`src/rtl/fhazard_sb.sv`:
```
// FP hazard unit: Decode stall, Execute forward selects and a busy-bit scoreboard for long-latency FP ops.
// Stall and forward selects are combinational (0 cycles); the scoreboard updates on the rising edge; FPUStallD is the only backpressure.
module fhazard_sb #(
    parameter  int NSRC    = 3,
    parameter  int NREG    = 32,
    parameter  int MAXLONG = 2,
    parameter  int SCW     = 16,
    localparam int ADRW    = $clog2(NREG),
    localparam int CW      = $clog2(MAXLONG + 1)
) (
    input  logic                 clk,
    input  logic                 reset_n,
    input  logic [NSRC*ADRW-1:0] AdrD,
    input  logic [NSRC-1:0]      SrcEnD,
    input  logic [ADRW-1:0]      RdD,
    input  logic                 FRegWriteD,
    input  logic                 LongD,
    input  logic [NSRC*ADRW-1:0] AdrE,
    input  logic [ADRW-1:0]      RdE,
    input  logic [ADRW-1:0]      RdM,
    input  logic [ADRW-1:0]      RdW,
    input  logic                 FRegWriteE,
    input  logic                 FRegWriteM,
    input  logic                 FRegWriteW,
    input  logic [1:0]           FResSelM,
    input  logic                 LongIssueE,
    input  logic                 StallE,
    input  logic                 FlushE,
    input  logic                 LongDoneW,
    input  logic [ADRW-1:0]      LongRdW,
    output logic                 FPUStallD,
    output logic [NSRC*2-1:0]    ForwardE,
    output logic [NREG-1:0]      BusyVec,
    output logic [CW-1:0]        LongCnt,
    output logic [SCW-1:0]       StallCnt
);

    localparam logic [1:0] FWD_RF   = 2'b00;
    localparam logic [1:0] FWD_W    = 2'b01;
    localparam logic [1:0] FWD_M    = 2'b10;
    localparam logic [1:0] FWD_LONG = 2'b11;
    localparam logic [CW-1:0] CNT_MAX = CW'(MAXLONG);

    logic [NREG-1:0] busy_vec_q, busy_vec_d;
    logic [CW-1:0]   long_cnt_q, long_cnt_d;
    logic [SCW-1:0]  stall_cnt_q, stall_cnt_d;

    logic            stall_raw_e;
    logic            stall_sb;
    logic            stall_cap;
    logic            issue;
    logic [ADRW-1:0] adr_dec;
    logic [ADRW-1:0] adr_exe;
    logic [NSRC*2-1:0] fwd_sel;

    // Decode stall terms; the scoreboard is read from the flop, so a bit being cleared this cycle still stalls.
    always_comb begin
        stall_raw_e = 1'b0;
        stall_sb    = 1'b0;
        adr_dec     = '0;
        for (int i = 0; i < NSRC; i++) begin
            adr_dec = AdrD[i*ADRW +: ADRW];
            if (SrcEnD[i] && FRegWriteE && (adr_dec == RdE)) begin
                stall_raw_e = 1'b1;
            end
            if (SrcEnD[i] && busy_vec_q[adr_dec]) begin
                stall_sb = 1'b1;
            end
        end
        if (FRegWriteD && busy_vec_q[RdD]) begin
            stall_sb = 1'b1;
        end
        stall_cap = LongD && (long_cnt_q == CNT_MAX);
    end

    assign FPUStallD = stall_raw_e | stall_sb | stall_cap;

    // A Memory-stage match owns the source even when its result is not ready yet.
    always_comb begin
        fwd_sel = '0;
        adr_exe = '0;
        for (int i = 0; i < NSRC; i++) begin
            adr_exe = AdrE[i*ADRW +: ADRW];
            if (FRegWriteM && (adr_exe == RdM)) begin
                fwd_sel[i*2 +: 2] = (FResSelM == 2'b00) ? FWD_M : FWD_RF;
            end else if (LongDoneW && (adr_exe == LongRdW)) begin
                fwd_sel[i*2 +: 2] = FWD_LONG;
            end else if (FRegWriteW && (adr_exe == RdW)) begin
                fwd_sel[i*2 +: 2] = FWD_W;
            end
        end
    end

    assign ForwardE = fwd_sel;

    assign issue = LongIssueE & FRegWriteE & ~StallE & ~FlushE;

    always_comb begin
        busy_vec_d = busy_vec_q;
        if (LongDoneW) begin
            busy_vec_d[LongRdW] = 1'b0;
        end
        // Applied after the clear so a new issue to the same register keeps it busy.
        if (issue) begin
            busy_vec_d[RdE] = 1'b1;
        end

        long_cnt_d = long_cnt_q;
        if (issue && !LongDoneW && (long_cnt_q != CNT_MAX)) begin
            long_cnt_d = long_cnt_q + CW'(1);
        end else if (!issue && LongDoneW && (long_cnt_q != '0)) begin
            long_cnt_d = long_cnt_q - CW'(1);
        end

        stall_cnt_d = stall_cnt_q;
        if (FPUStallD && (stall_cnt_q != '1)) begin
            stall_cnt_d = stall_cnt_q + SCW'(1);
        end
    end

    always_ff @(posedge clk or negedge reset_n) begin
        if (!reset_n) begin
            busy_vec_q  <= '0;
            long_cnt_q  <= '0;
            stall_cnt_q <= '0;
        end else begin
            busy_vec_q  <= busy_vec_d;
            long_cnt_q  <= long_cnt_d;
            stall_cnt_q <= stall_cnt_d;
        end
    end

    assign BusyVec  = busy_vec_q;
    assign LongCnt  = long_cnt_q;
    assign StallCnt = stall_cnt_q;

    long_done_without_outstanding: assert property (
        @(posedge clk) disable iff (!reset_n) LongDoneW |-> (long_cnt_q != '0));

    long_issue_over_capacity: assert property (
        @(posedge clk) disable iff (!reset_n) (issue && !LongDoneW) |-> (long_cnt_q != CNT_MAX));

endmodule

```
`config.mk`:
```
export PLATFORM = sky130hd
export DESIGN_NAME = fhazard_sb
export DESIGN_NICKNAME = d
export VERILOG_FILES = /design/src/rtl/fhazard_sb.sv
export SDC_FILE = /design/constraint.sdc
export NUM_CORES = 1
export LEC_CHECK = 0
export ABC_AREA = 1
export BUFFER_PORTS_ARGS = -buffer_cell sky130_fd_sc_hd__buf_2
export CAP_MARGIN = 20
export CORE_ASPECT_RATIO = 0.8
export CORE_UTILIZATION = 55
export DETAILED_ROUTE_END_ITERATION = 7
export GPL_ROUTABILITY_DRIVEN = 0
export HOLD_SLACK_MARGIN = 0.06
export MAX_ROUTING_LAYER = met4
export PLACE_DENSITY = 0.94
export SETUP_SLACK_MARGIN = 0.02
export SYNTH_ARGS = -nofsm -noshare
export SYNTH_HDL_FRONTEND = slang
export SYNTH_SLANG_ARGS = --single-unit
```
`constraint.sdc`:
```
create_clock -name clk -period 4.1 [get_ports clk]
set_input_delay 0.615 -clock clk [delete_from_list [all_inputs] [get_ports clk]]
set_output_delay 0.615 -clock clk [all_outputs]
set_load 0.005 [all_outputs]
```
==> key figures, run 1 <==
Synth
  • Post-synthesis xor/xnor area fraction: 0.0467
  • Synth warnings: 0
  • Syn avg cell area: 6.16 um^2
  • Portion of netlist area occupied by mux cells: 0
  • Register area share after synthesis: 0.278
  • EDFF count, synth: 0
  • Synth top area cells: dfrtp_1, nand2_1, nand3_1, o21ai_0, inv_1
  • Synth area leader: dfrtp_1
  • Post-synthesis compound-gate area fraction: 0.153
  • Distinct cells, synth: 34
  • Post-Synth Adder-Cell Area: 0.00278
  • Yosys reg bits: 50
  • Largest family of logic cells by synthesized area: simple AND/OR/NAND/NOR gates
  • Mapped Cells: 731
  • Syn Nets: 803
  • Post-synthesis cell area: 4500 um^2
  • Ys flop type: dfrtp_1
  • Yosys top cell area share: 0.278
  • Post-synth ARST share: 1.00
  • Simple-gate share of the synthesized area: 0.425

Critical path
  • Worst endpoint required time: 3480 ps
  • CP max FO: 24
  • CP Class: input port to primary output
  • CP Capture Type: primary output
  • Reg-to-reg critical path startpoint: StallCnt[0]
  • Reg-to-Reg End: StallCnt[14]
  • Reg2Reg Depth: 11
  • Arr. time, crit path: 2240 ps
  • Crit start category: input port
  • Reg2Reg Setup Slack: 1760 ps

GRT
  • All-layer global routing usage: 0.370
  • Vias in the first global route: 4875
  • Antenna violations before repair: 0
  • First-pass GRT wire length: 24100 um
  • Largest net degree at the start of global routing: 51
  • Total global routing overflow: 0

Flow run
  • MaxCap Viol Count: 0

Finish
  • Share of cells above drive strength 1: 0.179
  • Filler Cell Count: 730
  • Number of diodes: 0
  • Layout area overhead: 15.8%
  • Final core utilization: 0.656
  • Layout Nets: 913
  • Final Non-Filler Cells: 950
  • Register area: 1250 um^2
  • Multi-input logic area: 2830 um^2

Clock network
  • CTS tree: yes
  • Post-CTS Setup Repair Bufs: 0
  • CTS H-tree depth: 2
  • Cts hold-fix bufs: 0
  • Clock-pin slew on the worst setup and hold paths: 90 ps
  • Clk Tree Root Cell: clkbuf_8
  • Clock Path Buffers: 2
  • Num Clock Sinks: 50
  • CTS Buf Count: 5
  • Worst-Skew Late Latency: 310 ps
  • Post-CTS Resized: 0

Run status
  • Outcome: finished, final reports clean

Timing
  • Slew of the pin with the lowest slew margin: 670 ps
  • Final Hold Fails: 0
  • Final Setup Violations: 0
  • Fin crit share: 0.696
  • Fin crit period: 2850 ps
  • Fmax: 0.350 GHz
  • Slew Limit Fails: 0
  • Slew HR: 0.542
  • RSZ-0062 raised after global routing: false
  • TNS Setup: 0 ps
  • WHS: 392 ps
  • Layout Skew: 6.68 ps

Floorplanning
  • DIE AREA: 8550 um^2
  • Core Region: 7950 um^2
  • Die Ht: 82.9 um
  • Rows: 29
  • # IOs: 128
  • Die width: 103 um
  • Starting Density: 0.566

Detailed routing
  • Via/cell ratio: 6.06
  • WL per Instance: 15.7 um
  • Routed WL: 14900 um
  • DRT antenna net count: 0
  • Drt drc: 0
  • Vias after detailed routing: 5756
  • Initial DRC Count: 953
  • DR pass1 iterations: 6

Pwr
  • Sequential power share: 0.443
  • Switch Pwr: 543 uW
  • Clock network fraction of total power: 0.239
  • Lkg Pwr: 0.00265 uW
  • VDD IR max: 0.157 mV
  • Gate power share: 0.317
  • Sw frac: 0.373
  • Cell Int Power: 914 uW
  • Power per cell area: 279 nW/um^2

Placed design
  • Placed instance count: 942
  • HPWL after DPL: 11100 um
  • Port buffer count: 127

Worst hold path
  • Hold Path Class: input port to async pin
[metal layers]
| layer | GRT usage | up-vias | wire length [um] |
|---|---|---|---|
| met3 | 0.0715 | 79 | 2220 |
| met2 | 0.499 | 467 | 6070 |
| met4 | 0.134 | 0 | 690 |
| li1 | - | 2685 | - |
| met5 | - | - | 0 |
| met1 | 0.545 | 2525 | 5910 |
[critical path, stage by stage]
cell and delay (ps):
buf_2 200, inv_1 360, nand2_1 100, nand3_1 80
nand3_1 100, nand2_1 80, nand2_1 50, nand3_1 70
nand3_1 70, nand2_1 70, inv_2 40, nand2_4 210
buf_2 170
[worst max path at each step]
stage	start	endpoint	slack, ps	cells after the start
2_1_floorplan	RdD[0]	FPUStallD	1750	13
3_3_place_gp	RdD[0]	FPUStallD	1360	13
3_5_place_dp	RdD[0]	FPUStallD	1310	13
4_1_cts	RdD[0]	FPUStallD	1310	13
5_1_grt	AdrD[0]	FPUStallD	1080	13
6_report	AdrD[0]	FPUStallD	1250	13
[placed cells by master (no fill, tap or decap), types with 2 or more instances in the layout]
master       n
a21oi_1     11
a221oi_1     5
buf_2      127
clkbuf_8     5
dfrtp_1     50
inv_1       57
inv_2        5
inv_4        2
nand2_1    230
nand2_2      4
nand3_1    150
nand4_1      4
nor2_1      34
nor2_2       2
nor3_1      13
o2111ai_1    2
o211ai_1     4
o21ai_0     72
o21ai_1      4
o22ai_1     22
or2_2        2
xnor2_1     12
xor2_1      12
[through the flow]
step	total power, uW	setup WS [ps]	area [um^2]
5_1_grt	1550	1080	5210
2_1_floorplan	918	1750	4500
3_5_place_dp	1100	1310	5100
6_report	1460	1250	5210
3_3_place_gp	1090	1360	5100
4_1_cts	1450	1310	5210
[logic make-up (layout without fill, tap and decap cells)]
| group | Yosys count | count (layout) |
|---|---|---|
| compound gates | 123 | 123 |
| xor+xnor | 24 | 24 |
| fa+ha+maj | 1 | 1 |
| flops | 50 | 50 |
| buf+inv | 90 | 201 |
| simple gates | 443 | 443 |
[cell type report]
cell class / count / area share
inverters: 65 / 0.0478
repair buffers: 128 / 0.123
multi-input cells: 591 / 0.542
clock buffers: 6 / 0.0139
clock inverters: 2 / 0.00720
well taps: 108 / 0.0259
flip-flops and latches: 50 / 0.240
[flip-flops by register name (all words and copies together) (netlist names)]
name,flops
BusyVec,32
StallCnt,16
LongCnt,2
[cells in the mapped netlist, drive strengths merged (2+ instances only)]
| master | number |
|---|---|
| buf | 22 |
| inv | 64 |
| nor2 | 36 |
| xor2 | 12 |
| o211ai | 4 |
| dfrtp | 50 |
| xnor2 | 12 |
| nand2 | 235 |
| o2111ai | 2 |
| nand4 | 4 |
| or2 | 2 |
| o22ai | 22 |
| o21ai | 76 |
| clkbuf | 3 |
| a21oi | 11 |
| nand3 | 150 |
| nor3 | 13 |
| a221oi | 5 |
[power by group through the flow]
stage / Combinational [uW] / Clock, uW / Sequential [uW]
after floorplan: 296 / 0 / 623
after global placement: 446 / 0 / 646
after detailed placement: 454 / 0 / 647
after CTS: 457 / 351 / 637
after global routing: 524 / 374 / 653
final: 463 / 349 / 646
Note: power is estimated with default switching activity, not from simulation.
==> run 2, diff against run 1 <==
Settings changed: CORE_UTILIZATION 55 to 54, PLACE_DENSITY 0.94 to 0.92.
Clock period 4.1 ns to 2.8 ns, I/O delays scaled along.
==> key figures, run 2 (synthesis results as in run 1) <==
Worst hold path
  • Hold Path Class: input port to async pin

Critical path
  • CP cell instances: nand2_1, nand3_1, nand3_1, nand2_1, nand2_1, nand3_1, nand3_1, nand2_1, inv_2, nand2_4, buf_2
  • Worst endpoint required time: 2380 ps (-1100 ps)
  • CP Class: register to primary output
  • Crit start category: register
  • Crit-path max cell delay: 530 ps (+170 ps)
  • Arr. time, crit path: 2080 ps (-160 ps)
  • CP Capture Type: primary output
  • CP max FO: 24 (unchanged)
  • Critical path's slowest cell: dfrtp_1

Placed design
  • Port buffer count: 127 (unchanged)
  • Placed inst area: 5100 um^2 (unchanged)
  • Pre-CTS setup slack: 387 ps (-924 ps)
  • HPWL after DPL: 11300 um (+2.3%)

Finish
  • Commonest cells after routing, fill and taps aside: nand2_1, nand3_1, buf_2, o21ai_0, inv_1
  • Number of flip-flops in the largest register: 32 (unchanged)
  • Number of diodes: 0 (unchanged)
  • Commonest non-fill, non-tap cell in the layout: nand2_1
  • Layout area overhead: 15.6%
  • Share of cells above drive strength 1: 0.179 (-0.000213)
  • Post-route cell area: 5200 um^2 (-0.19%)
  • Layout Nets: 914 (+0.11%)

Clock network
  • CTS H-tree depth: 2 (unchanged)
  • Num Clock Sinks: 50 (unchanged)
  • Post-CTS Setup Repair Bufs: 0 (unchanged)
  • CTS Buf Count: 5 (unchanged)
  • CTS tree: yes
  • Clock-pin slew on the worst setup and hold paths: 100 ps (about the same)
  • Worst-Skew Late Latency: 320 ps (about the same)
  • Clock Path Buffers: 2 (unchanged)
  • Clk Tree Root Cell: clkbuf_8

Timing
  • Final Setup Violations: 0 (unchanged)
  • Fmax: 0.399 GHz
  • Fin crit period: 2500 ps
  • Setup ws final: 296 ps (-951 ps)
  • Final Hold Fails: 0 (unchanged)
  • Layout Skew: 7.25 ps (+0.572 ps)
  • Slew of the pin with the lowest slew margin: 681 ps (+10.8 ps)
  • RSZ-0062 raised after global routing: false
  • WHS: 506 ps (+114 ps)
  • TNS Setup: 0 ps (unchanged)
  • Fin crit share: 0.894
  • Slew HR: 0.534 (-0.00736)
  • Slew Limit Fails: 0 (unchanged)

Floorplanning
  • DIE AREA: 8710 um^2 (+1.8%)
  • Core Region: 8020 um^2 (+0.91%)
  • Die width: 104 um (+0.91%)
  • Starting Density: 0.561 (-0.00513)
  • Die Ht: 83.7 um (+0.90%)
  • # IOs: 128 (unchanged)
  • Rows: 29 (unchanged)

Run status
  • Failing checks: design-rule violations
  • Outcome: complete, but fails checks

GRT
  • Total global routing overflow: 0 (unchanged)
  • First-pass GRT wire length: 25400 um (+5.6%)
  • Largest net degree at the start of global routing: 41 (-20%)
  • All-layer global routing usage: 0.373 (+0.00334)
  • Antenna violations before repair: 0 (unchanged)
  • Vias in the first global route: 5197 (+6.6%)

Flow run
  • MaxCap Viol Count: 0 (unchanged)

Detailed routing
  • Initial DRC Count: 985 (+3.4%)
  • Vias after detailed routing: 5744 (-0.21%)
  • Routed WL: 15500 um (+4.0%)
  • Drt drc: 34 (+34)
  • DRT antenna net count: 0 (unchanged)
  • Via/cell ratio: 6.04 (-0.31%)
  • WL per Instance: 16.3 um (+3.9%)
  • DR pass1 iterations: 8 (+2)

Pwr
  • Lkg Pwr: 0.00265 uW (about the same)
  • Power per cell area: 398 nW/um^2 (+42%)
  • VDD IR max: 0.254 mV (+62%)
  • Tot Pwr: 2070 uW (+42%)
run 2: changes by cell type in the layout (fill, tap and decap cells not counted), sizes merged:
cell	delta
clkinv	+1
inv	+1
bufinv	-1
dlygate4sd3	+1
clkinvlp	-1
run 2: metal layers:
layer	up-vias	wire [um]	GRT usage
met4	0	597	0.135
met3	80	2390	0.0991
met2	458	6530	0.539
met5	-	0	-
met1	2512	5960	0.501
li1	2694	-	-
run 2: worst max-delay path, delay by kind of cell (launching register included):
kind          cells  cell delay [ps]
buf+inv           2              210
flops             1              530
simple gates      9             1030
run 2: area by class of cell:
cell class              instances  area, um^2
multi-input cells             591        2830
fillers                       783        2820
flip-flops and latches         50        1250
repair buffers                129         653
inverters                      65         249
well taps                     108         135
clock buffers                   6        72.6
clock inverters                 2        17.5
run 2: final timing paths:
path,cells past startpoint,slack (ps),from,end
min in group clk,2,510,StallCnt[15],StallCnt[15]
setup reg to reg,11,500,StallCnt[0],StallCnt[5]
hold / removal,2,510,reset_n,StallCnt[4]
max in group asynchronous,3,1500,reset_n,BusyVec[23]
hold reg to reg,2,510,StallCnt[15],StallCnt[15]
setup / recovery,11,300,BusyVec[28],FPUStallD
run 2: power breakdown:
part	switching (uW)	internal, uW	total (uW)
registers	148	799	947
logic	409	274	683
clock network	258	182	440
run 2: stage by stage:
stage / instances / util
5_1_grt: 951 / 0.649
4_1_cts: 951 / 0.649
3_3_place_gp: 942 / 0.636
3_5_place_dp: 942 / 0.636
2_1_floorplan: 731 / -
6_report: 951 / 0.649
run 2: repair_timing:
| action | in CTS | in global routing |
|---|---|---|
| setup endpoints to repair | 0 | 0 |
| hold buffers | 1 | 0 |
| resized for setup | 0 | 0 |
| hold endpoints to repair | 10 | 0 |
==> run 3, diff against run 2 <==
Settings changed: RECOVER_POWER set to 25.
==> key figures, run 3 (synthesis results as in run 1) <==
Run status
  • Outcome: finished, final reports clean

Floorplanning
  • Core Region: 8020 um^2 (unchanged)
  • Die Ht: 83.7 um (unchanged)
  • # IOs: 128 (unchanged)
  • DIE AREA: 8710 um^2 (unchanged)
  • Rows: 29 (unchanged)
  • Starting Density: 0.561 (unchanged)
  • Die width: 104 um (unchanged)

Finish
  • Layout Nets: 914 (unchanged)
  • Commonest cells after routing, fill and taps aside: nand2_1, nand3_1, buf_2, o21ai_0, inv_1
  • Post-route cell area: 5200 um^2 (about the same)
  • Number of diodes: 0 (unchanged)
  • Layout area overhead: 15.5% (about the same)
  • Number of flip-flops in the largest register: 32 (unchanged)
  • Commonest non-fill, non-tap cell in the layout: nand2_1
  • Share of cells above drive strength 1: 0.176 (-0.00356)
  • Filler Cell Count: 784 (+0.13%)

Detailed routing
  • DR pass1 iterations: 7 (-1)
  • Via/cell ratio: 6.06 (+0.28%)
  • Initial DRC Count: 984 (-0.10%)
  • Drt drc: 0 (-100%)
  • DRT antenna net count: 0 (unchanged)
  • Vias after detailed routing: 5760 (+0.28%)
  • WL per Instance: 16.3 um (+0.13%)
  • Routed WL: 15500 um (+0.13%)

Timing
  • Final Hold Fails: 0 (unchanged)
  • TNS Setup: 0 ps (unchanged)
  • Fin crit period: 2490 ps (-10.2 ps)
  • Fmax: 0.401 GHz (+0.41%)
  • Fin crit share: 0.891 (-0.00363)
  • Slew Limit Fails: 0 (unchanged)
  • Final Setup Violations: 0 (unchanged)
  • Slew HR: 0.541 (+0.00685)
  • Slew of the pin with the lowest slew margin: 671 ps (-10.0 ps)
  • RSZ-0062 raised after global routing: false
  • Layout Skew: 7.68 ps (+0.426 ps)

Placed design
  • Placed inst area: 5100 um^2 (unchanged)
  • HPWL after DPL: 11300 um (unchanged)
  • Port buffer count: 127 (unchanged)

Pwr
  • Switch Pwr: 819 uW (+0.46%)
  • Gate power share: 0.329 (about the same)
  • Cell Int Power: 1250 uW (about the same)
  • Lkg Pwr: 0.00264 uW (-0.37%)
  • VDD IR max: 0.254 mV (about the same)
  • Clock network fraction of total power: 0.214 (+0.002)
  • Tot Pwr: 2070 uW (+0.16%)
  • Power per cell area: 399 nW/um^2 (+0.24%)
  • Sw frac: 0.395 (+0.00117)
  • Sequential power share: 0.457 (about the same)

Clock network
  • CTS tree: yes
  • Clock Path Buffers: 2 (unchanged)
  • Clk Tree Root Cell: clkbuf_8
  • CTS H-tree depth: 2 (unchanged)
  • Clock-pin slew on the worst setup and hold paths: 100 ps (about the same)
  • Post-CTS Resized: 0 (unchanged)
  • Num Clock Sinks: 50 (unchanged)
  • Worst-Skew Late Latency: 320 ps (about the same)
  • CTS Buf Count: 5 (unchanged)

Critical path
  • Worst endpoint required time: 2380 ps (about the same)
  • CP max FO: 24 (unchanged)
  • CP Class: register to primary output
  • Critical path's slowest cell: dfrtp_1
  • CP cell instances: nand2_1, nand3_1, nand3_1, nand2_1, nand2_1, nand3_1, nand3_1, nand2_1, inv_2, nand2_4, buf_2
  • Arr. time, crit path: 2070 ps (about the same)
  • CP Capture Type: primary output
  • Crit-path max cell delay: 540 ps (about the same)
  • Reg2Reg Setup Slack: 490 ps (about the same)
  • Reg2Reg Depth: 11 (unchanged)
  • Crit start category: register

GRT
  • Vias in the first global route: 5197 (unchanged)
  • Antenna violations before repair: 0 (unchanged)
  • First-pass GRT wire length: 25400 um (unchanged)
  • Total global routing overflow: 0 (unchanged)
  • Largest net degree at the start of global routing: 41 (unchanged)
  • All-layer global routing usage: 0.373 (unchanged)

Flow run
  • MaxCap Viol Count: 0 (unchanged)

Worst hold path
  • Worst Hold Depth: 2
  • Hold Path Class: register to register
run 3: routing by layer:
layer  global-route usage  wire, um
met5                    -         0
met3               0.0991      2490
met1                0.501      5940
met4                0.135       590
met2                0.539      6480
run 3: area by class of cell:
| type | instances | area (um^2) | area share |
|---|---|---|---|
| inverters | 65 | 249 | 0.0479 |
| clock inverters | 2 | 17.5 | 0.00337 |
| well taps | 108 | 135 | 0.0260 |
| multi-input cells | 591 | 2830 | 0.543 |
| clock buffers | 6 | 72.6 | 0.0140 |
| flip-flops and latches | 50 | 1250 | 0.241 |
| repair buffers | 129 | 649 | 0.125 |
run 3: worst max-delay path, delay by kind of cell (launching register included):
kind / cells / cell delay (ps)
and+or+nand+nor: 9 / 990
DFF: 1 / 540
buffers and inverters: 2 / 210
run 3: per-stage QoR:
step	hold WS, ps	setup slack, ps	instances	utilization
4_1_cts	510	382	951	0.649
2_1_floorplan	124	844	731	-
3_3_place_gp	303	451	942	0.636
6_report	513	306	951	0.648
3_5_place_dp	306	387	942	0.636
5_1_grt	533	145	951	0.648
run 3: final timing paths:
path / start / to
max: BusyVec[29] / FPUStallD
min: StallCnt[15] / StallCnt[15]
max reg2reg: StallCnt[0] / StallCnt[5]
min reg2reg: StallCnt[15] / StallCnt[15]
max in group asynchronous: reset_n / BusyVec[23]
min in group asynchronous: reset_n / StallCnt[4]
run 3: power groups by stage:
| stage | combinational [uW] | sequential, uW | clock, uW |
|---|---|---|---|
| 5_1_grt | 772 | 953 | 469 |
| 3_5_place_dp | 665 | 947 | 0 |
| 2_1_floorplan | 433 | 912 | 0 |
| 3_3_place_gp | 654 | 947 | 0 |
| 4_1_cts | 671 | 934 | 438 |
| 6_report | 683 | 948 | 444 |
run 3: what timing repair did:
action | 4_1_cts | 5_1_grt
hold buffers | 1 | 0
buffers inserted | 0 | 0
endpoints found under the hold margin | 10 | 0
